**src/rtl/icache_sa.sv**
```systemverilog
// Set-associative instruction cache: round-robin victims, burst line refill, whole-cache invalidate.
// Optional hit/miss counters are built when ICACHE_STATS_EN is defined.
module icache_sa #(
    parameter int ADDR_W     = 32,
    parameter int SETS       = 8,
    parameter int WAYS       = 4,
    parameter int LINE_WORDS = 4
) (
    input  logic              clk,
    input  logic              rst,
    input  logic              cpu_req,
    input  logic [ADDR_W-1:0] cpu_addr,
    output logic              cpu_ready,
    output logic [31:0]       cpu_rdata,
    input  logic              flush,
    output logic              flush_busy,
    output logic              mem_req,
    output logic [ADDR_W-1:0] mem_addr,
    input  logic              mem_valid,
    input  logic [31:0]       mem_rdata
`ifdef ICACHE_STATS_EN
    ,
    output logic [31:0]       hit_cnt,
    output logic [31:0]       miss_cnt
`endif
);
    localparam int OFF_W = $clog2(LINE_WORDS);
    localparam int IDX_W = $clog2(SETS);
    localparam int TAG_W = ADDR_W - IDX_W - OFF_W - 2;
    localparam int WAY_W = (WAYS > 1) ? $clog2(WAYS) : 1;

    typedef enum logic [1:0] {
        S_IDLE   = 2'd0,
        S_LOOKUP = 2'd1,
        S_REFILL = 2'd2,
        S_FLUSH  = 2'd3
    } state_t;

    state_t              state_q, state_d;
    logic [ADDR_W-1:2]   addr_q, addr_d;
    logic [OFF_W-1:0]    beat_q, beat_d;
    logic                refilled_q, refilled_d;
    logic                ready_q, ready_d;
    logic [31:0]         rdata_q, rdata_d;
    logic                busy_q, busy_d;
    logic                mem_req_q, mem_req_d;
    logic [ADDR_W-1:0]   mem_addr_q, mem_addr_d;

    logic [WAYS-1:0]     valid_q [SETS];
    logic [WAY_W-1:0]    ptr_q   [SETS];
    logic [TAG_W-1:0]    tag_q   [SETS][WAYS];
    logic [31:0]         data_q  [SETS][WAYS][LINE_WORDS];

    logic [ADDR_W-1:2]   lk_w_s;
    logic [OFF_W-1:0]    lk_off_s;
    logic [IDX_W-1:0]    lk_idx_s;
    logic [TAG_W-1:0]    lk_tag_s;
    logic [WAYS-1:0]     match_s;
    logic [WAY_W-1:0]    hit_way_s;
    logic                hit_s;
    logic [31:0]         hit_word_s;
    logic [WAY_W-1:0]    vict_s;
    logic                fill_we_s, fill_last_s, clear_s;
    logic                unused_addr_s;

    // In IDLE the incoming address is looked up so a hit can be registered at acceptance.
    assign lk_w_s        = (state_q == S_IDLE) ? cpu_addr[ADDR_W-1:2] : addr_q;
    assign lk_off_s      = lk_w_s[OFF_W+1:2];
    assign lk_idx_s      = lk_w_s[OFF_W+2 +: IDX_W];
    assign lk_tag_s      = lk_w_s[ADDR_W-1 -: TAG_W];
    assign vict_s        = ptr_q[lk_idx_s];
    assign hit_s         = |match_s;
    assign hit_word_s    = data_q[lk_idx_s][hit_way_s][lk_off_s];
    assign unused_addr_s = ^cpu_addr[1:0];

    // Tag compare across the indexed set; at most one way can match.
    always_comb begin
        match_s   = '0;
        hit_way_s = '0;
        for (int w = 0; w < WAYS; w++) begin
            match_s[w] = valid_q[lk_idx_s][w] && (tag_q[lk_idx_s][w] == lk_tag_s);
            hit_way_s  = hit_way_s | (match_s[w] ? WAY_W'(w) : '0);
        end
    end

    // Next-state and registered-output logic.
    always_comb begin
        state_d     = state_q;
        addr_d      = addr_q;
        beat_d      = beat_q;
        refilled_d  = refilled_q;
        ready_d     = 1'b0;
        rdata_d     = rdata_q;
        busy_d      = busy_q | flush;
        mem_req_d   = mem_req_q;
        mem_addr_d  = mem_addr_q;
        fill_we_s   = 1'b0;
        fill_last_s = 1'b0;
        clear_s     = 1'b0;
        case (state_q)
            S_IDLE: begin
                if (flush || busy_q) begin
                    state_d = S_FLUSH;
                end else if (cpu_req) begin
                    state_d    = S_LOOKUP;
                    addr_d     = cpu_addr[ADDR_W-1:2];
                    refilled_d = 1'b0;
                    ready_d    = hit_s;
                    rdata_d    = hit_s ? hit_word_s : rdata_q;
                end else begin
                    state_d = S_IDLE;
                end
            end
            S_LOOKUP: begin
                if (hit_s) begin
                    state_d = S_IDLE;
                    // A first-pass hit was already answered at acceptance.
                    ready_d = refilled_q;
                    rdata_d = refilled_q ? hit_word_s : rdata_q;
                end else begin
                    state_d    = S_REFILL;
                    beat_d     = '0;
                    mem_req_d  = 1'b1;
                    mem_addr_d = {addr_q[ADDR_W-1:OFF_W+2], {(OFF_W+2){1'b0}}};
                end
            end
            S_REFILL: begin
                if (mem_valid) begin
                    fill_we_s = 1'b1;
                    beat_d    = beat_q + OFF_W'(1);
                    if (beat_q == OFF_W'(LINE_WORDS - 1)) begin
                        fill_last_s = 1'b1;
                        mem_req_d   = 1'b0;
                        refilled_d  = 1'b1;
                        state_d     = S_LOOKUP;
                    end else begin
                        state_d = S_REFILL;
                    end
                end else begin
                    state_d = S_REFILL;
                end
            end
            S_FLUSH: begin
                clear_s = 1'b1;
                busy_d  = flush;
                state_d = S_IDLE;
            end
            default: begin
                state_d = S_IDLE;
            end
        endcase
    end

    // Control and output registers.
    always_ff @(posedge clk) begin
        if (rst) begin
            state_q    <= S_IDLE;
            addr_q     <= '0;
            beat_q     <= '0;
            refilled_q <= 1'b0;
            ready_q    <= 1'b0;
            rdata_q    <= 32'd0;
            busy_q     <= 1'b0;
            mem_req_q  <= 1'b0;
            mem_addr_q <= '0;
        end else begin
            state_q    <= state_d;
            addr_q     <= addr_d;
            beat_q     <= beat_d;
            refilled_q <= refilled_d;
            ready_q    <= ready_d;
            rdata_q    <= rdata_d;
            busy_q     <= busy_d;
            mem_req_q  <= mem_req_d;
            mem_addr_q <= mem_addr_d;
        end
    end

    // Valid bits and victim pointers; a line becomes valid only on its last beat.
    always_ff @(posedge clk) begin
        if (rst || clear_s) begin
            for (int s = 0; s < SETS; s++) begin
                valid_q[s] <= '0;
                ptr_q[s]   <= '0;
            end
        end else if (fill_last_s) begin
            valid_q[lk_idx_s][vict_s] <= 1'b1;
            ptr_q[lk_idx_s]           <= (WAYS > 1) ? vict_s + WAY_W'(1) : '0;
        end else begin
            ptr_q[lk_idx_s] <= ptr_q[lk_idx_s];
        end
    end

    // Tag and data arrays, written without reset.
    always_ff @(posedge clk) begin
        if (fill_we_s) begin
            data_q[lk_idx_s][vict_s][beat_q] <= mem_rdata;
        end
        if (fill_last_s) begin
            tag_q[lk_idx_s][vict_s] <= lk_tag_s;
        end
    end

    assign cpu_ready  = ready_q;
    assign cpu_rdata  = rdata_q;
    assign flush_busy = busy_q;
    assign mem_req    = mem_req_q;
    assign mem_addr   = mem_addr_q;

`ifdef ICACHE_STATS_EN
    logic [31:0] hit_cnt_q, miss_cnt_q;
    logic        first_look_s;

    assign first_look_s = (state_q == S_LOOKUP) && !refilled_q;

    // Post-refill lookups are not counted as hits.
    always_ff @(posedge clk) begin
        if (rst) begin
            hit_cnt_q  <= 32'd0;
            miss_cnt_q <= 32'd0;
        end else begin
            hit_cnt_q  <= hit_cnt_q + ((first_look_s && hit_s) ? 32'd1 : 32'd0);
            miss_cnt_q <= miss_cnt_q + ((first_look_s && !hit_s) ? 32'd1 : 32'd0);
        end
    end

    assign hit_cnt  = hit_cnt_q;
    assign miss_cnt = miss_cnt_q;
`endif

endmodule

```
**config.mk**
```make
export PLATFORM = sky130hd
export DESIGN_NAME = icache_sa
export DESIGN_NICKNAME = d
export VERILOG_FILES = /design/src/rtl/icache_sa.sv
export SDC_FILE = /design/constraint.sdc
export NUM_CORES = 2
export LEC_CHECK = 0
export BUFFER_PORTS_ARGS = -buffer_cell sky130_fd_sc_hd__buf_2
export CELL_PAD_IN_SITES_DETAIL_PLACEMENT = 2
export CELL_PAD_IN_SITES_GLOBAL_PLACEMENT = 2
export CORE_MARGIN = 4
export CORE_UTILIZATION = 52
export CTS_CLUSTER_DIAMETER = 80
export DETAILED_ROUTE_END_ITERATION = 10
export MAX_ROUTING_LAYER = met4
export PLACE_DENSITY_LB_ADDON = 0.1
export SLEW_MARGIN = 20
export SYNTH_ARGS = -nofsm -noshare
export SYNTH_HDL_FRONTEND = slang
export SYNTH_MEMORY_MAX_BITS = 65536
export SYNTH_SLANG_ARGS = --single-unit
```
**constraint.sdc**
```tcl
create_clock -name clk -period 22.5 [get_ports clk]
set_clock_uncertainty 0.05 [all_clocks]
set_input_delay 4.5 -clock clk [delete_from_list [all_inputs] [get_ports clk]]
set_output_delay 4.5 -clock clk [all_outputs]
set_load 0.1 [all_outputs]
```
==> results of run 1 <==
-- cells by family after synthesis --
group / after synthesis / share of synthesized area
adder cells (fa/ha/maj): 8 / 0.000531
other: 1 / 0.0000199
AO/OA/AOI/OAI: 3041 / 0.115
multiplexers: 347 / 0.0185
flip-flops: 5042 / 0.796
XOR/XNOR: 83 / 0.00386
buffers and inverters: 809 / 0.0180
AND/OR/NAND/NOR: 1938 / 0.0482
-- metrics by stage --
step,instances,setup slack (ns)
floorplan,11300,12.26
global placement,15800,8.25
==> out/metrics.csv, run 1 <==
metric,value,unit
Mean Syn Cell Area,16.7,um2
error msg,[ERROR DPL-0033] detailed placement checks failed during check placement.,
dominant cell type by area after synthesis,edfxtp_1,
cell area after synthesis,189000,um2
"Seq/Total Area, Yosys",0.796,
Initial Utilization,0.524,
most used flip-flop cell after synthesis,edfxtp_1,
top-count cell post-synth,edfxtp_1,
Yosys reg bits,5042,
I/O Pins,136,
synthesized instance count,11300,
Synth cell types,86,
standard-cell rows,220,
synth cell count leaders,"4,912 x edfxtp_1, 1,110 x a22oi_1, 800 x nand2_1",
YS warnings,0,
Port Buf Inserts,129,
status,aborted with a tool error,
Last stage,3_5_place_dp,
Final GP Congestion,0.858,
die height,610,um
Die Width,610,um
post-synth top area share,0.782,
asr flop ratio synth,0,
DP HPWL,513000,um
Synth area leaders,"edfxtp_1 78%, a22oi_1 4.4%, mux2i_1 1.8%",
Post-synth EDFFs,4912,
==> inputs of run 2 (changes only) <==
- CELL_PAD_IN_SITES_DETAIL_PLACEMENT: 2 -> default
- CELL_PAD_IN_SITES_GLOBAL_PLACEMENT: 2 -> default
- CORE_UTILIZATION: 52 -> 40
- CTS_CLUSTER_DIAMETER: 80 -> default
- MAX_ROUTING_LAYER: met4 -> default
- PLACE_DENSITY_LB_ADDON: 0.1 -> 0.15
==> out/metrics.csv, run 2 <==
metric,value,unit,change
Final period util,0.584,,
Mean Syn Cell Area,16.7,um2,unchanged
fin crit period,13.13,ns,
Post-CTS Resized,0,,
Reg with most FFs,data_q,,
die area,482000,um2,
first-pass GRT wire length,877000,um,
die height,695,um,+14%
final core occ,0.460,,
YS warnings,0,,unchanged
Initial Utilization,0.402,,-0.121
Residual DRC,0,,
critical path data arrival time,13.98,ns,
dominant cell type by area after synthesis,edfxtp_1,,
most used flip-flop cell after synthesis,edfxtp_1,,
max FFs per register,4096,,
Worst-Margin Slew,1.28,ns,
Core ar.,469000,um2,
share of layout cells above drive strength 1,0.127,,
synth cell count leaders,"4,912 x edfxtp_1, 1,110 x a22oi_1, 800 x nand2_1",,
Port Buf Inserts,129,,unchanged
CTS clock-pin slew for the worst setup and hold paths,0.06,ns,
Place WS,8.19,ns,
Via density,6.19,,
Synth cell types,86,,unchanged
setup TNS,0,ns,
H-tree Lvls,6,,
final setup fails,0,,
I/O Pins,136,,unchanged
cell area after synthesis,189000,um2,unchanged
asr flop ratio synth,0,,unchanged
maxcap violations,0,,
startpoint types,input port,,
Clock Tree Buf Depth,4,,
"commonest non-fill, non-tap cell in the layout",edfxtp_1,,
Final Max Slew Viols,0,,
"Seq/Total Area, Yosys",0.796,,unchanged
Crit. End Element,flip-flop,,
setup ws final,9.37,ns,
hold-fix buffer count after cts,0,,
Yosys reg bits,5042,,unchanged
synthesized instance count,11300,,unchanged
"commonest non-fill, non-tap cells in the layout","4,912 x edfxtp_1, 1,110 x a22oi_1, 790 x nand2_1, 573 x a21oi_1, 552 x clkbuf_16",,
nets,11700,,
Final GP Congestion,0.829,,-3.4%
post-route ant nets,0,,
Root Driver,clkbuf_16,,
grt ovf,0,,
standard-cell rows,251,,+14%
initial antenna violation count,58,,
top-count cell post-synth,edfxtp_1,,
initial drt markers,15500,,
Post-synth EDFFs,4912,,unchanged
later-pin clock latency in the skew report,1.04,ns,
largest registers,"data_q (4096), tag_q (800)",,
Setup Buffers After CTS,0,,
post-synth top area share,0.782,,unchanged
post-DR wirelength/cell,35.2,um,
RSZ-0062 raised after global routing,no,,
critical path type,input port to flip-flop,,
Hold WC Path Type,flip-flop to flip-flop,,
CTS Sinks,5042,,
Peak VDD IR,0.0818,mV,
Synth area leaders,"edfxtp_1 78%, a22oi_1 4.4%, mux2i_1 1.8%",,
clock buffer count from CTS,535,,
crit path max fanout,101,,
total global-route track usage,0.258,,
"wirelength, routed",641000,um,
Die Width,695,um,+14%
DP HPWL,353000,um,-31%
filler cell count,39900,,
Final Hold Fails,0,,
drt first pass iters,9,,
area delta synth->final,14.4,%,
slew margin rel.,0.139,,
vias in the first global route,108000,,
leak pwr,67.6,nW,
Pwr Density,98.5,nW/um2,
largest net degree at the start of global routing,134,,
routed via count,113000,,
status,completed,,
CTS tree,yes,,
worst path required time,23.34,ns,
Max Fclk,0.0761,GHz,
[run 2: cell counts after synthesis]
Identical to the previous run, type by type.
[run 2: kinds of logic after synthesis]
logic type | Yosys count | synth area share
mux | 347 | 0.0185
buf+inv | 809 | 0.0180
flops | 5042 | 0.796
compound gates | 3041 | 0.115
fa+ha+maj | 8 | 0.000531
simple gates | 1938 | 0.0482
xor+xnor | 83 | 0.00386
other cells | 1 | 0.0000199
[run 2: worst max-delay path, stage by stage]
cell and delay, ns:
buf_2 0.44, or3b_4 0.49, nand2_8 0.44, buf_4 0.76, buf_4 0.78, mux2i_1 0.16, a2111oi_0 0.90, xnor2_1 0.18
or4_1 0.50, or4_4 0.60, o22ai_4 0.31, buf_12 0.56, buf_4 0.61, buf_4 0.60, nand4_1 0.15, o211ai_1 0.27
o21ai_0 0.53, o21ai_0 0.77, nand3_1 0.14
[run 2: cell type report]
class,instances,area (um2),share of cell area
repair buffers,583,4520,0.0210
multi-input cells,5421,36600,0.170
clock inverters,254,2150,0.00996
clock buffers,690,14400,0.0668
flip-flops and latches,5042,150000,0.696
diodes,23,57.6,0.000267
inverters,28,105,0.000487
well taps,6198,7750,0.0359
[run 2: routing by layer]
metal  part of all wire  track usage  up-vias  wire (um)
li1                   -            -    46600          -
met4              0.034       0.0825       18      21800
met5            0.00018            0        -        115
met3              0.088       0.0443      971      56600
met2               0.47        0.414     5771     301000
met1               0.41        0.360    59500     262000
[run 2: power breakdown]
| group | total (mW) | switching [mW] | internal (mW) | leakage (nW) |
|---|---|---|---|---|
| Sequential | 10.4 | 0.00939 | 10.4 | 45.3 |
| Clock | 8.43 | 3.61 | 4.82 | 8.05 |
| Combinational | 2.45 | 1.83 | 0.617 | 14.2 |
[run 2: path summary, 6_finish.rpt]
| kind | startpoint | slack [ns] | depth (start not counted) | endpoint |
|---|---|---|---|---|
| setup / recovery | cpu_addr[4] | 9.37 | 19 | cpu_rdata[23] |
| hold / removal | cpu_rdata[30] | 0.40 | 2 | cpu_rdata[30] |
| setup reg to reg | state_q[0] | 11.87 | 19 | cpu_rdata[23] |
| hold reg to reg | cpu_rdata[30] | 0.40 | 2 | cpu_rdata[30] |
[run 2: metrics by stage]
| step | cells | total power [mW] | instance area [um2] | hold slack [ns] |
|---|---|---|---|---|
| after floorplan | 11300 | 11.8 | 189000 | 0.385 |
| final | 18200 | 21.3 | 216000 | 0.401 |
| after global routing | 18200 | 21.9 | 216000 | 0.422 |
| after global placement | 17300 | 13.0 | 199000 | 0.393 |
| after detailed placement | 17300 | 13.0 | 199000 | 0.385 |
| after CTS | 18200 | 21.4 | 216000 | 0.397 |
Power figures use the tool's default switching activity.
